--- src/rtl/uc_movimento_elevador.sv ---
// Movement sequencer for the SmartCargo elevator: serves the head of the floor queue,
// steps the car one floor at a time, holds the door open and pops the served entry.
module uc_movimento_elevador #(
   parameter int unsigned N_ANDARES = 8,
   parameter int unsigned W_ANDAR   = 3,
   parameter int unsigned T_ANDAR   = 50,
   parameter int unsigned T_PORTA   = 100
) (
   input  logic               clock,
   input  logic               reset,
   input  logic               iniciar,
   input  logic               fila_vazia,
   input  logic [W_ANDAR-1:0] andar_alvo,
   input  logic               ram_ocupada,
   output logic [W_ANDAR-1:0] andar_atual,
   output logic               sobe,
   output logic               desce,
   output logic               porta_aberta,
   output logic               remove_topo,
   output logic               em_servico,
   output logic [3:0]         Eatual_db
);

   localparam int unsigned T_MAX = (T_ANDAR > T_PORTA) ? T_ANDAR : T_PORTA;
   localparam int unsigned W_T   = $clog2(T_MAX);

   localparam logic [W_T-1:0]     FIM_ANDAR = W_T'(T_ANDAR - 1);
   localparam logic [W_T-1:0]     FIM_PORTA = W_T'(T_PORTA - 1);
   localparam logic [W_ANDAR-1:0] TOPO      = W_ANDAR'(N_ANDARES - 1);

   typedef enum logic [3:0] {
      INICIAL    = 4'd0,
      ESPERA     = 4'd1,
      COMPARA    = 4'd2,
      SOBE       = 4'd3,
      DESCE      = 4'd4,
      PORTA      = 4'd5,
      REMOVE     = 4'd6,
      POS_REMOVE = 4'd7
   } state_t;

   state_t             state, next_state;
   logic [W_T-1:0]     timer, next_timer;
   logic [W_ANDAR-1:0] next_andar;
   logic               alvo_invalido;

   assign alvo_invalido = (32'(andar_alvo) >= N_ANDARES);

   always_ff @(posedge clock or negedge reset) begin
      if (!reset) begin
         state       <= INICIAL;
         timer       <= '0;
         andar_atual <= '0;
      end else begin
         state       <= next_state;
         timer       <= next_timer;
         andar_atual <= next_andar;
      end
   end

   always_comb begin
      next_state = state;
      next_timer = '0;
      next_andar = andar_atual;
      unique case (state)
         INICIAL: if (iniciar) next_state = ESPERA;
         ESPERA:  if (!fila_vazia) next_state = COMPARA;
         COMPARA: begin
            if (fila_vazia)                     next_state = ESPERA;
            else if (alvo_invalido)             next_state = REMOVE;
            else if (andar_alvo == andar_atual) next_state = PORTA;
            else if (andar_alvo > andar_atual)  next_state = SOBE;
            else                                next_state = DESCE;
         end
         SOBE: begin
            if (timer == FIM_ANDAR) begin
               next_state = COMPARA;
               if (andar_atual != TOPO) next_andar = andar_atual + 1'b1;
            end else begin
               next_timer = timer + 1'b1;
            end
         end
         DESCE: begin
            if (timer == FIM_ANDAR) begin
               next_state = COMPARA;
               if (andar_atual != '0) next_andar = andar_atual - 1'b1;
            end else begin
               next_timer = timer + 1'b1;
            end
         end
         PORTA: begin
            if (timer == FIM_PORTA) next_state = REMOVE;
            else                    next_timer = timer + 1'b1;
         end
         REMOVE:     if (!ram_ocupada) next_state = POS_REMOVE;
         POS_REMOVE: next_state = ESPERA;
         default:    next_state = INICIAL;
      endcase
   end

   assign sobe         = (state == SOBE);
   assign desce        = (state == DESCE);
   assign porta_aberta = (state == PORTA);
   // The pop strobe is qualified in-cycle by ram_ocupada so it fires on the exact cycle REMOVE leaves.
   assign remove_topo  = (state == REMOVE) && !ram_ocupada;
   assign em_servico   = (state != INICIAL) && (state != ESPERA);
   assign Eatual_db    = state;

endmodule

--- config.mk ---
export PLATFORM = sky130hd
export DESIGN_NAME = uc_movimento_elevador
export DESIGN_NICKNAME = d
export VERILOG_FILES = /design/src/rtl/uc_movimento_elevador.sv
export SDC_FILE = /design/constraint.sdc
export NUM_CORES = 1
export LEC_CHECK = 0
export BUFFER_PORTS_ARGS = -buffer_cell sky130_fd_sc_hd__buf_2
export CELL_PAD_IN_SITES_DETAIL_PLACEMENT = 1
export CELL_PAD_IN_SITES_GLOBAL_PLACEMENT = 1
export CORE_AREA = 2 2 52 54
export CTS_CLUSTER_SIZE = 28
export DETAILED_ROUTE_END_ITERATION = 8
export DIE_AREA = 0 0 54 56
export GPL_ROUTABILITY_DRIVEN = 0
export PLACE_DENSITY_LB_ADDON = 0.1
export SLEW_MARGIN = 10
export SYNTH_ARGS = -nofsm -noshare
export SYNTH_HDL_FRONTEND = slang
export SYNTH_SLANG_ARGS = --single-unit
export TNS_END_PERCENT = 5
--- constraint.sdc ---
create_clock -name clock -period 2.32 [get_ports clock]
set_input_delay 0.464 -clock clock [delete_from_list [all_inputs] [get_ports clock]]
set_output_delay 0.464 -clock clock [all_outputs]
set_load 0.01 [all_outputs]
==> flow_metrics.env, run 1 <==
export IMPL_outcome="complete, no violations"
export IMPL_wl_per_cell_um=13.7
export IMPL_seq_area_frac_synth=0.352
export IMPL_max_clock_freq_mhz=531
export IMPL_grt_usage=0.147
export IMPL_die_height_um=56
export IMPL_grt_max_degree=14
export IMPL_path_max_fanout=10
export IMPL_routed_wl_um=1980
export IMPL_skew_ns=0.00350
export IMPL_syn_to_final_growth_pct=12.6
export IMPL_synth_top_area_frac=0.352
export IMPL_cts_max_level=1
export IMPL_crit_path_end_kind="output port"
export IMPL_finalInstanceArea_um2=1040
export IMPL_cap_violations=0
export IMPL_cts_hold_buf=0
export IMPL_grt_ovfl_total=0
export IMPL_crit_type="reg2out"
export IMPL_clock_path_buffers=2
export IMPL_synth_area_per_cell_um2=9.52
export IMPL_grt_pass1_vias=698
export IMPL_cts_made_buffers=3
export IMPL_p_leak_nw=0.458
export IMPL_n_fill_cell=307
export IMPL_yosysWarnings=0
export IMPL_finalHoldViolations=0
export IMPL_period_share=0.812
export IMPL_synth_commonest_cells="nor2_1, dfrtp_1, inv_1"
export IMPL_synth_edff_count=0
export IMPL_total_power_w=0.00101
export IMPL_drv_slew=0
export IMPL_place_area_um2=1010
export IMPL_dp_hpwl_um=1540
export IMPL_ctsResizeCount=0
export IMPL_nets=130
export IMPL_crit_arrival_ns=1.42
export IMPL_postCtsSetupBuffers=0
export IMPL_critPathMaxStageDelay_ns=0.53
export IMPL_drc=0
export IMPL_netlist_area_um2=923
export IMPL_ant_nets=0
export IMPL_rsz0062_at_grt="false"
export IMPL_coreArea_um2=2430
export IMPL_drtPass1Iterations=4
export IMPL_ys_top_cells_by_area="dfrtp_1, ha_1, nor2_1"
export IMPL_cts_tree="done"
export IMPL_setup_viol=0
export IMPL_fin_tns_setup_ns=0
export IMPL_clkLatencyLatePin_ns=0.27
export IMPL_clock_sinks=13
export IMPL_cp_start_kind="flip-flop"
export IMPL_antenna_found_initial=0
export IMPL_first_iter_violations=2
export IMPL_post_synth_top_area_cell="dfrtp_1"
export IMPL_dieArea_um2=3020
export IMPL_synth_distinct_cells=36
export IMPL_min_delay_path_class="in2async"
export IMPL_initial_utilization=0.380
export IMPL_period_needed_ns=1.88
export IMPL_power_density_nw_per_um2=970
export IMPL_holdWs_ns=0.0573
export IMPL_num_rows=18
export IMPL_clkSlewWorstSetupHoldPaths_ns=0.08
export IMPL_synth_async_sr_flop_share=1.00
export IMPL_drive_gt1_frac=0.270
export IMPL_num_vias=718
export IMPL_worstPathRequired_ns=1.86
export IMPL_yosysMostFrequentCell="nor2_1"
export IMPL_crit_chain="nor2b_4 > nand2_1 > inv_1 > buf_2"
export IMPL_synth_fp_nets=111
export IMPL_io_buffers=18
export IMPL_io_pins=20
export IMPL_syn_inst=97
export IMPL_num_antenna_cells=0
export IMPL_crit_slowest_cell="dfrtp_1"
export IMPL_synth_seq_cells=13
export IMPL_ir_worst_vdd_v=0.000446
export IMPL_via_per_inst=4.95
export IMPL_fp_dieW_um=54
export IMPL_grt_pass1_wl_um=3330
export IMPL_synth_top_flop_cell="dfrtp_1"
export IMPL_ctsRootBufferMaster="clkbuf_4"
[where the power goes]
| group | internal [W] | total (W) | switching, W |
|---|---|---|---|
| clock | 0.0000666 | 0.000140 | 0.0000730 |
| sequential | 0.000268 | 0.000367 | 0.0000989 |
| combinational | 0.000253 | 0.000502 | 0.000249 |
| total | 0.000588 | 0.00101 | 0.000421 |
[path summary, 6_finish.rpt]
path	from	end	slack, ns	cells past startpoint
max	Eatual_db[2]	desce	0.44	4
min	reset	timer[6]	0.06	1
max reg2reg	timer[1]	Eatual_db[1]	0.47	7
min reg2reg	timer[0]	timer[0]	0.51	1
max in group asynchronous	reset	timer[5]	2.04	1
min in group clock	timer[0]	timer[0]	0.51	1
[cell type report]
cell class                 instances  area [um2]  share of cell area
tap                               30        37.5              0.0361
sequential                        13         325               0.313
inverter                           9        33.8              0.0325
timing repair buffer              18        90.1              0.0866
multi-input combinational         71         527               0.507
clock buffer                       4        26.3              0.0253
[logic make-up (layout without fill, tap and decap cells)]
group | Yosys count | count (layout) | synth area share
and+or+nand+nor | 39 | 39 | 0.238
AOI/OAI and AO/OA | 14 | 14 | 0.123
DFF | 13 | 13 | 0.352
buffers and inverters | 13 | 31 | 0.0772
xor gates and xnor gates | 8 | 8 | 0.0759
adders and majority gates | 6 | 6 | 0.0894
muxes | 3 | 3 | 0.0393
other | 1 | 1 | 0.00406
[per-stage QoR]
| stage | cells | setup slack, ns | utilization |
|---|---|---|---|
| after floorplan | 97 | 0.610 | - |
| after global placement | 141 | 0.480 | 0.417 |
| after detailed placement | 141 | 0.426 | 0.417 |
| after CTS | 145 | 0.403 | 0.427 |
| after global routing | 145 | 0.282 | 0.427 |
| final | 145 | 0.436 | 0.427 |
[flip-flops by register name, indices dropped and copies added (netlist names)]
signal / count
andar_atual: 3
Eatual_db: 3
timer: 7
[per-layer routing]
| layer | part of all wire | track usage | routed length, um |
|---|---|---|---|
| met1 | 0.50 | 0.208 | 998 |
| met2 | 0.45 | 0.221 | 895 |
| met3 | 0.044 | 0.0484 | 87 |
| met4 | 0 | 0.0214 | 0 |
| met5 | 0 | 0 | 0 |
[critical path: cells and delay by family, from the launching register on]
family / cells / cell delay [ns]
buffers and inverters: 2 / 0.29
flip-flops: 1 / 0.53
AND/OR/NAND/NOR: 2 / 0.33
[cells in the final DEF, fill, tap and decap left out, types with 2 or more instances in the layout]
cell / count
nand3_1: 3
xor2_1: 3
nand2_1: 6
nand4_1: 3
ha_1: 5
nand2b_1: 3
clkbuf_4: 3
a21oi_1: 2
dfrtp_1: 13
o21ai_0: 3
o31ai_1: 2
nor2_1: 15
buf_2: 18
inv_1: 9
xnor2_1: 5
No activity file was read; power rests on OpenSTA's default activity.
==> inputs of run 2 (changes only) <==
==> constraint.sdc (replaced) <==
create_clock -name clock -period 2 [get_ports clock]
set_input_delay 0.4 -clock clock [delete_from_list [all_inputs] [get_ports clock]]
set_output_delay 0.4 -clock clock [all_outputs]
set_load 0.01 [all_outputs]
==> run 2 against run 1 <==
Clock-buffer cell count stayed put. Total power is 19% higher. Register-to-register slack worse by 0.25 ns. Largest cell class unchanged.
==> flow_metrics.env, run 2 (synthesis results as in run 1) <==
export IMPL_outcome="complete, no violations"
export IMPL_coreArea_um2=2430
export IMPL_final_common_cell="buf_2"
export IMPL_num_antenna_cells=0
export IMPL_grt_pass1_wl_um=3200
export IMPL_drive_gt1_frac=0.288
export IMPL_cts_made_buffers=3
export IMPL_finalHoldViolations=0
export IMPL_max_clock_freq_mhz=562
export IMPL_cp_start_kind="flip-flop"
export IMPL_grt_ovfl_total=0
export IMPL_period_needed_ns=1.78
export IMPL_via_per_inst=4.84
export IMPL_final_setup_worst_slack_ns=0.219
export IMPL_clock_sinks=13
export IMPL_r2r_slack_ns=0.22
export IMPL_dp_hpwl_um=1500
export IMPL_antenna_found_initial=0
export IMPL_io_buffers=18
export IMPL_grt_max_degree=14
export IMPL_crit_arrival_ns=1.96
export IMPL_die_height_um=56
export IMPL_clkLatencyLatePin_ns=0.27
export IMPL_cap_violations=0
export IMPL_p_leak_nw=0.471
export IMPL_nets=133
export IMPL_skew_ns=0.00484
export IMPL_holdWs_ns=0.500
export IMPL_routed_wl_um=1870
export IMPL_layout_common_cells="buf_2, nor2_1, dfrtp_1"
export IMPL_clkSlewWorstSetupHoldPaths_ns=0.08
export IMPL_dieArea_um2=3020
export IMPL_grt_pass1_vias=713
export IMPL_ant_nets=0
export IMPL_crit_path_end_kind="flip-flop"
export IMPL_worstHoldPathCells=1
export IMPL_num_rows=18
export IMPL_largest_reg_flops=7
export IMPL_min_delay_path_class="reg2reg"
export IMPL_initial_utilization=0.380
export IMPL_wl_per_cell_um=12.6
export IMPL_io_pins=20
export IMPL_min_from="timer[0]"
export IMPL_syn_to_final_growth_pct=15.4
export IMPL_first_iter_violations=4
export IMPL_worstPathRequired_ns=2.18
export IMPL_cts_max_level=1
export IMPL_drtPass1Iterations=3
export IMPL_crit_type="reg2reg"
export IMPL_setup_viol=0
export IMPL_ctsRootBufferMaster="clkbuf_4"
export IMPL_drc=0
export IMPL_power_density_nw_per_um2=1130
export IMPL_worstReg2RegEnd="Eatual_db[2]"
export IMPL_cts_tree="done"
export IMPL_ir_worst_vdd_v=0.000519
export IMPL_rsz0062_at_grt="false"
export IMPL_drv_slew=0
export IMPL_fp_dieW_um=54
export IMPL_grt_usage=0.142
export IMPL_reg2reg_from="andar_atual[1]"
export IMPL_path_max_fanout=4
export IMPL_postCtsSetupBuffers=0
export IMPL_regMostFlops="timer"
export IMPL_num_vias=716
export IMPL_ff2ff_path_depth=7
export IMPL_total_power_w=0.00120
export IMPL_period_share=0.890
export IMPL_whs_endpoint="timer[0]"
export IMPL_finalInstanceArea_um2=1070
export IMPL_clock_path_buffers=2
export IMPL_dpl_worst_slack_ns=0.205
export IMPL_fin_tns_setup_ns=0
export IMPL_place_area_um2=1030
[run 2: cell types whose count changed in the layout (fill, tap and decap cells not counted), sizes merged]
cell         previous run  this run
buf                    18        20
dlygate4sd3             0         1
[run 2: metrics by stage]
stage / utilization / std cells
5_1_grt: 0.438 / 148
2_1_floorplan: - / 97
3_5_place_dp: 0.423 / 143
4_1_cts: 0.434 / 147
6_report: 0.438 / 148
3_3_place_gp: 0.423 / 143
[run 2: what timing repair did]
| action | CTS | global route |
|---|---|---|
| hold buffers | 0 | 1 |
| resized for setup | 0 | 1 |
| setup endpoints to repair | 0 | 1 |
| hold endpoints to repair | 0 | 5 |
[run 2: power by group]
group	switching, W	internal [W]
Combinational	0.000311	0.000328
Sequential	0.0000902	0.000314
Clock	0.0000832	0.0000772
Total	0.000484	0.000719
[run 2: metal layers]
metal	global-route usage	vias up	wire length (um)
met3	0.0484	0	106
met2	0.195	18	785
met4	0.0214	0	0
met1	0.217	329	973
li1	-	369	-
met5	0	-	0
[run 2: how the worst max path moves through the flow]
stage,startpoint,end
global placement,timer[1],Eatual_db[1]
detailed placement,andar_alvo[1],Eatual_db[2]
finish,andar_atual[1],Eatual_db[2]
CTS,Eatual_db[0],desce
global route,andar_atual[1],Eatual_db[1]
floorplan,andar_atual[1],Eatual_db[1]
[run 2: worst max-delay path: stages, from the launching register on]
cell and delay (ns):
dfrtp_1 0.40, inv_1 0.10, ha_1 0.31, nor2b_1 0.14, o21a_1 0.16, o21ai_0 0.21, a31oi_1 0.12, a211oi_1 0.26
[run 2: area by class of cell]
type	instances	area (um2)
Fill cell	297	1370
Multi-Input combinational cell	71	527
Sequential cell	13	327
Timing Repair Buffer	21	115
Tap cell	30	37.5
Inverter	9	33.8
Clock buffer	4	26.3
